**config.mk**
```make
export PLATFORM = sky130hd
export DESIGN_NAME = riscv_wb_scoreboard
export DESIGN_NICKNAME = d
export VERILOG_FILES = /design/src/rtl/riscv_wb_pkg.sv /design/src/rtl/riscv_wb_tag_fifo.sv /design/src/rtl/riscv_wb_scoreboard.sv
export SDC_FILE = /design/constraint.sdc
export NUM_CORES = 1
export LEC_CHECK = 0
export ABC_CLOCK_PERIOD_IN_PS = 3400
export BUFFER_PORTS_ARGS = -buffer_cell sky130_fd_sc_hd__buf_2
export CAP_MARGIN = 40
export CORE_MARGIN = 4
export CORE_UTILIZATION = 30
export CTS_BUF_LIST = sky130_fd_sc_hd__clkbuf_4 sky130_fd_sc_hd__clkbuf_8
export DETAILED_ROUTE_END_ITERATION = 6
export PLACE_DENSITY = 0.62
export SYNTH_ARGS = -nofsm -noshare
export SYNTH_HDL_FRONTEND = slang
export SYNTH_SLANG_ARGS = --single-unit
```
**constraint.sdc**
```tcl
create_clock -name clk -period 3.4 [get_ports clk]
set_input_delay 0.51 -clock clk [delete_from_list [all_inputs] [get_ports clk]]
set_output_delay 0.51 -clock clk [all_outputs]
set_load 0.05 [all_outputs]
```
**src/rtl/riscv_wb_pkg.sv**
```systemverilog
// Shared types and constants for the write-back scoreboard slice.
// The LSU tag FIFO carries a wb_tag_t per in-flight load or store.
package riscv_wb_pkg;

   localparam int unsigned TAG_ADDR_WIDTH          = 6;
   localparam int unsigned DEFAULT_MAX_OUTSTANDING = 2;

   localparam logic [TAG_ADDR_WIDTH-1:0] REG_ZERO = '0;

   typedef struct packed {
      logic                      we;
      logic [TAG_ADDR_WIDTH-1:0] rd;
   } wb_tag_t;

endpackage

```
**src/rtl/riscv_wb_tag_fifo.sv**
```systemverilog
// In-order destination-tag FIFO for outstanding LSU operations.
// Depth must be a power of two so the pointers wrap by natural overflow.
module riscv_wb_tag_fifo
   import riscv_wb_pkg::*;
#(
   parameter int unsigned Depth = DEFAULT_MAX_OUTSTANDING,
   localparam int unsigned PtrW = (Depth > 1) ? $clog2(Depth) : 1,
   localparam int unsigned CntW = $clog2(Depth) + 1
) (
   input  logic            clk,
   input  logic            rst_n,
   input  logic            push_i,
   input  wb_tag_t         data_i,
   input  logic            pop_i,
   output wb_tag_t         data_o,
   output logic            full_o,
   output logic            empty_o,
   output logic [CntW-1:0] count_o
);

   wb_tag_t         mem_q [Depth];
   logic [PtrW-1:0] wr_ptr_q, wr_ptr_d;
   logic [PtrW-1:0] rd_ptr_q, rd_ptr_d;
   logic [CntW-1:0] count_q, count_d;
   logic            do_push, do_pop;

   assign full_o  = (count_q == CntW'(Depth));
   assign empty_o = (count_q == '0);
   assign count_o = count_q;
   assign data_o  = mem_q[rd_ptr_q];

   assign do_push = push_i && !full_o;
   assign do_pop  = pop_i && !empty_o;

   always_comb begin
      wr_ptr_d = wr_ptr_q;
      rd_ptr_d = rd_ptr_q;
      count_d  = count_q + CntW'(do_push) - CntW'(do_pop);
      if (do_push) wr_ptr_d = wr_ptr_q + 1'b1;
      if (do_pop)  rd_ptr_d = rd_ptr_q + 1'b1;
   end

   always_ff @(posedge clk or negedge rst_n) begin
      if (!rst_n) begin
         wr_ptr_q <= '0;
         rd_ptr_q <= '0;
         count_q  <= '0;
      end else begin
         wr_ptr_q <= wr_ptr_d;
         rd_ptr_q <= rd_ptr_d;
         count_q  <= count_d;
      end
   end

   // Payload needs no reset: it is only observed while count_q is non-zero.
   always_ff @(posedge clk) begin
      if (do_push) mem_q[wr_ptr_q] <= data_i;
   end

endmodule

```
**src/rtl/riscv_wb_scoreboard.sv**
```systemverilog
// Write-back stage: ALU pass-through on port A, in-order LSU returns on port B,
// and a per-register busy bitmap that stalls decode on hazards against loads.
module riscv_wb_scoreboard
   import riscv_wb_pkg::*;
#(
   parameter int unsigned ADDR_WIDTH      = TAG_ADDR_WIDTH,
   parameter int unsigned DATA_WIDTH      = 32,
   parameter int unsigned MAX_OUTSTANDING = DEFAULT_MAX_OUTSTANDING,
   localparam int unsigned CntW           = $clog2(MAX_OUTSTANDING) + 1,
   localparam int unsigned NumRegs        = 2 ** ADDR_WIDTH
) (
   input  logic                  clk,
   input  logic                  rst_n,
   input  logic                  issue_valid_i,
   output logic                  issue_ready_o,
   input  logic                  issue_lsu_i,
   input  logic                  issue_we_i,
   input  logic [ADDR_WIDTH-1:0] issue_rd_i,
   input  logic [2:0]            issue_rs_used_i,
   input  logic [ADDR_WIDTH-1:0] issue_rs1_i,
   input  logic [ADDR_WIDTH-1:0] issue_rs2_i,
   input  logic [ADDR_WIDTH-1:0] issue_rs3_i,
   input  logic                  alu_we_i,
   input  logic [ADDR_WIDTH-1:0] alu_waddr_i,
   input  logic [DATA_WIDTH-1:0] alu_wdata_i,
   input  logic                  lsu_rvalid_i,
   input  logic [DATA_WIDTH-1:0] lsu_rdata_i,
   output logic [ADDR_WIDTH-1:0] waddr_a_o,
   output logic [DATA_WIDTH-1:0] wdata_a_o,
   output logic                  we_a_o,
   output logic [ADDR_WIDTH-1:0] waddr_b_o,
   output logic [DATA_WIDTH-1:0] wdata_b_o,
   output logic                  we_b_o,
   output logic [CntW-1:0]       outstanding_o,
   output logic                  err_o
);

   logic [NumRegs-1:0]    busy_q, busy_d;
   logic                  err_q, err_d;
   logic                  hazard, issue, push, rsp_pop;
   logic                  fifo_full, fifo_empty;
   wb_tag_t               push_tag, head_tag;
   logic [ADDR_WIDTH-1:0] head_rd;

   assign hazard = (issue_rs_used_i[0] && busy_q[issue_rs1_i]) ||
                   (issue_rs_used_i[1] && busy_q[issue_rs2_i]) ||
                   (issue_rs_used_i[2] && busy_q[issue_rs3_i]) ||
                   (issue_we_i && busy_q[issue_rd_i]);

   // Deliberately blind to lsu_rvalid_i: a same-cycle pop never frees a full FIFO.
   assign issue_ready_o = !hazard && !(issue_lsu_i && fifo_full);
   assign issue         = issue_valid_i && issue_ready_o;
   assign push          = issue && issue_lsu_i;
   assign rsp_pop       = lsu_rvalid_i && !fifo_empty;

   assign push_tag.we = issue_we_i && (issue_rd_i != ADDR_WIDTH'(REG_ZERO));
   assign push_tag.rd = TAG_ADDR_WIDTH'(issue_rd_i);
   assign head_rd     = ADDR_WIDTH'(head_tag.rd);

   riscv_wb_tag_fifo #(
      .Depth (MAX_OUTSTANDING)
   ) u_tag_fifo (
      .clk     (clk),
      .rst_n   (rst_n),
      .push_i  (push),
      .data_i  (push_tag),
      .pop_i   (rsp_pop),
      .data_o  (head_tag),
      .full_o  (fifo_full),
      .empty_o (fifo_empty),
      .count_o (outstanding_o)
   );

   // Set and clear never target the same register: the WAW check stalls that issue.
   always_comb begin
      busy_d = busy_q;
      if (rsp_pop && head_tag.we) busy_d[head_rd]    = 1'b0;
      if (push && push_tag.we)    busy_d[issue_rd_i] = 1'b1;
      err_d = err_q || (lsu_rvalid_i && fifo_empty);
   end

   always_ff @(posedge clk or negedge rst_n) begin
      if (!rst_n) begin
         busy_q <= '0;
         err_q  <= 1'b0;
      end else begin
         busy_q <= busy_d;
         err_q  <= err_d;
      end
   end

   assign waddr_a_o = alu_waddr_i;
   assign wdata_a_o = alu_wdata_i;
   assign we_a_o    = alu_we_i && (alu_waddr_i != ADDR_WIDTH'(REG_ZERO));

   assign waddr_b_o = head_rd;
   assign wdata_b_o = lsu_rdata_i;
   assign we_b_o    = rsp_pop && head_tag.we;

   assign err_o = err_q;

endmodule

```
==> flow_summary.yaml <==
status:
  outcome: "finished clean"
cells_and_area:
  synthToLayoutAreaGrowth_pct: 11.78
  fin_area_um2: 7004
  antennaDiodeCount: 0
  drive_gt1_frac: 0.3022
  stdcell_count: 955
  fin_util: 0.3439
  fin_nets: 786
synthesis:
  synth_area_leaders: "dfrtp_1, mux4_2, mux2i_1"
  syn_nets: 746
  synth_edf_count: 14
  async_flop_share: 0.8313
  synth-main-ff-cell: "dfrtp_1"
  syn_avg_cell_area_um2: 9.791
  yosysSeqAreaShare: 0.3427
  synth_cells: 640
  synth.distinct_cells: 57
  ys_warn_count: 0
  synth.most_common_cell: "o21ai_0"
  yosys.area.top_type: "dfrtp_1"
  syn-cell-area_um2: 6266
  ys_seq_elements: 83
  synth.cells.most_frequent: "o21ai_0, buf_4, dfrtp_1, mux2i_1, nand2_1"
  synth_top_area_share: 0.2756
placement:
  io_buffers: 57
  place_ws_ns: -0.1513
  dpl.hpwl_um: 16170
  gp_congestion: 0.9673
  dp.cells: 937
  place_area_um2: 6769
timing:
  setup_viol: 0
  hold_violations: 0
  report.final.slew_viol_count: 0
  min_period_over_period: 0.9808
  setup_ws_ns: 0.06544
  fmax_mhz: 299.9
  grt_setup_unrepaired: "false"
  worst_pin_slew_ns: 0.6600
  finalCriticalPeriod_ns: 3.335
  whs_ns: 0.1545
  slew_headroom: 0.5600
  skew_ns: 0.01450
route:
  drt-pass1-iter-count: 5
  drc: 0
  viasPerCell: 5.774
  wl_um: 21100
  wl_per_cell_um: 22.09
  first_iter_violations: 524
  num_vias: 5514
  drtAntennaViolNets: 0
pwr:
  p_int_mw: 1.779
  p_sw_frac: 0.4032
  total_leakage_power_nw: 2.952
  switchingPower_mw: 1.202
  combPwrFrac: 0.358
  peakVddDrop_v: 0.0004118
  power.density_nw_per_um2: 425.6
  p_seq_frac: 0.419
  clockPowerShare: 0.223
critical_path:
  crit_buf_inv: 2
  critPathKind: "register to output pin"
  cpMaxStageDelayCell: "mux4_2"
  worst_ep_arrival_time_ns: 2.82
  startpoint: "busy_q[63]$_DFF_PN0_"
  start_kind: "register"
  critPathMostFrequentCell: "mux4_2"
  path_max_fanout: 2
  path_cells: "mux4_2, mux4_2, o2bb2ai_2, nor3_1, nor4_2, buf_4, and4_4, and2_4, buf_8"
  crit_required_ns: 2.89
  r2r_start: "busy_q[63]$_DFF_PN0_"
  worst_path_largest_cell_delay_ns: 0.51
  worst_setup_path_end_kind: "output pin"
  crit_family: "multiplexers"
floorplanning:
  die_w_um: 152.5
  ios: 186
  initial_utilization: 0.3077
  core-area_um2: 20360
  die-area_um2: 23260
  rows: 52
  dieHeight_um: 152.5
cts:
  clockBufferDepth: 2
  cts_root_buf: "clkbuf_8"
  htreeDepth: 3
  cts_inserted_buffers: 9
  clk_pin_slew_worst_paths_ns: 0.09
  clock_latency_ns: 0.38
  cts_tree: "done"
  cts.sinks: 83
global_routing:
  antenna_found_initial: 0
  grt_usage: 0.1765
  overflow: 0
  grt_pass1_vias: 5345
  grt_start_max_net_pins: 28
  grt_pass1_wl_um: 31930
run:
  maxCapViolations: 0
min_path:
  hold_class: "primary input to async pin"
path summary, 6_finish.rpt:
check	end	slack [ns]	cells past startpoint
setup / recovery	issue_ready_o	0.07	9
hold / removal	err_o$_DFF_PN0_	0.15	1
setup reg to reg	busy_q[3]$_DFF_PN0_	0.25	10
hold reg to reg	err_o$_DFF_PN0_	0.46	1
max in group asynchronous	busy_q[9]$_DFF_PN0_	2.47	2
min in group clk	err_o$_DFF_PN0_	0.34	2
cells by family after synthesis:
| logic type | synth area share |
|---|---|
| AO/OA/AOI/OAI | 0.1793 |
| XOR/XNOR | 0.005592 |
| adder cells (fa/ha/maj) | 0.003993 |
| buffers and inverters | 0.1168 |
| flip-flops | 0.3427 |
| multiplexers | 0.2334 |
| AND/OR/NAND/NOR | 0.1182 |
sequential cells by signal, indices dropped and copies added, names as in the netlist:
signal	count
busy_q	64
u_tag_fifo.mem_q	14
u_tag_fifo.count_o	2
err_o	1
u_tag_fifo.rd_ptr_q	1
u_tag_fifo.wr_ptr_q	1
power groups by stage:
stage / registers [mW] / logic (mW) / clock network (mW)
6_report: 1.25 / 1.07 / 0.666
5_1_grt: 1.26 / 1.15 / 0.725
4_1_cts: 1.24 / 1.05 / 0.676
3_5_place_dp: 1.26 / 1.02 / 0
3_3_place_gp: 1.26 / 1.02 / 0
2_1_floorplan: 1.24 / 0.852 / 0
per-stage QoR:
step	total power, mW	TNS, ns
final	2.981	0
after CTS	2.964	0
after global placement	2.278	-0.3205
after detailed placement	2.288	-1.168
after global routing	3.132	0
after floorplan	2.092	0
cell usage in the layout, fill, tap and decap left out, drive strengths merged, types with 3 or more instances in the layout:
cell type  Yosys  layout
o21ai        127     127
buf           91     127
dfrtp         69      69
mux2i         64      64
nand2         44      44
mux4          32      32
nor2          24      24
nand3         20      20
inv           15      19
a22oi         16      16
edfxtp        14      14
nor2b         13      13
clkbuf         8      11
a21oi         10      10
mux2           9       9
nor3           7       7
nand4          6       6
or3b           6       6
nand2b         5       5
and2           5       5
a221oi         4       4
nand3b         4       4
o2bb2ai        4       4
a211oi         4       4
and3           3       3
worst register-to-register path: stages, from the launching register on:
cell       delay, ns
dfrtp_1         0.43
mux4_2          0.47
mux4_2          0.51
o2bb2ai_2       0.14
nor3_1          0.07
nor4_2          0.13
buf_4           0.15
buf_4           0.10
nand4_1         0.27
or3b_1          0.59
o21ai_0         0.20
cell type report:
class,instances,area [um^2]
Multi-Input combinational cell,443,3418
Tap cell,270,337.8
Sequential cell,83,2147
Inverter,15,56.30
Clock inverter,6,45.04
Clock buffer,10,131.4
Fill cell,2077,13360
Timing Repair Buffer,128,868.3
per-layer routing:
metal	track usage	part of all wire
met2	0.2475	0.42
met4	0.08188	0.040
met5	0	0
met1	0.2614	0.44
met3	0.03380	0.099
timing repair:
item | CTS | global route
resized for setup | 7 | 6
setup endpoints to repair | 1 | 1
pin swaps | 1 | 1
buffers inserted | 0 | 2
hold buffers | 0 | 0
(Power assumes the default switching activity.)
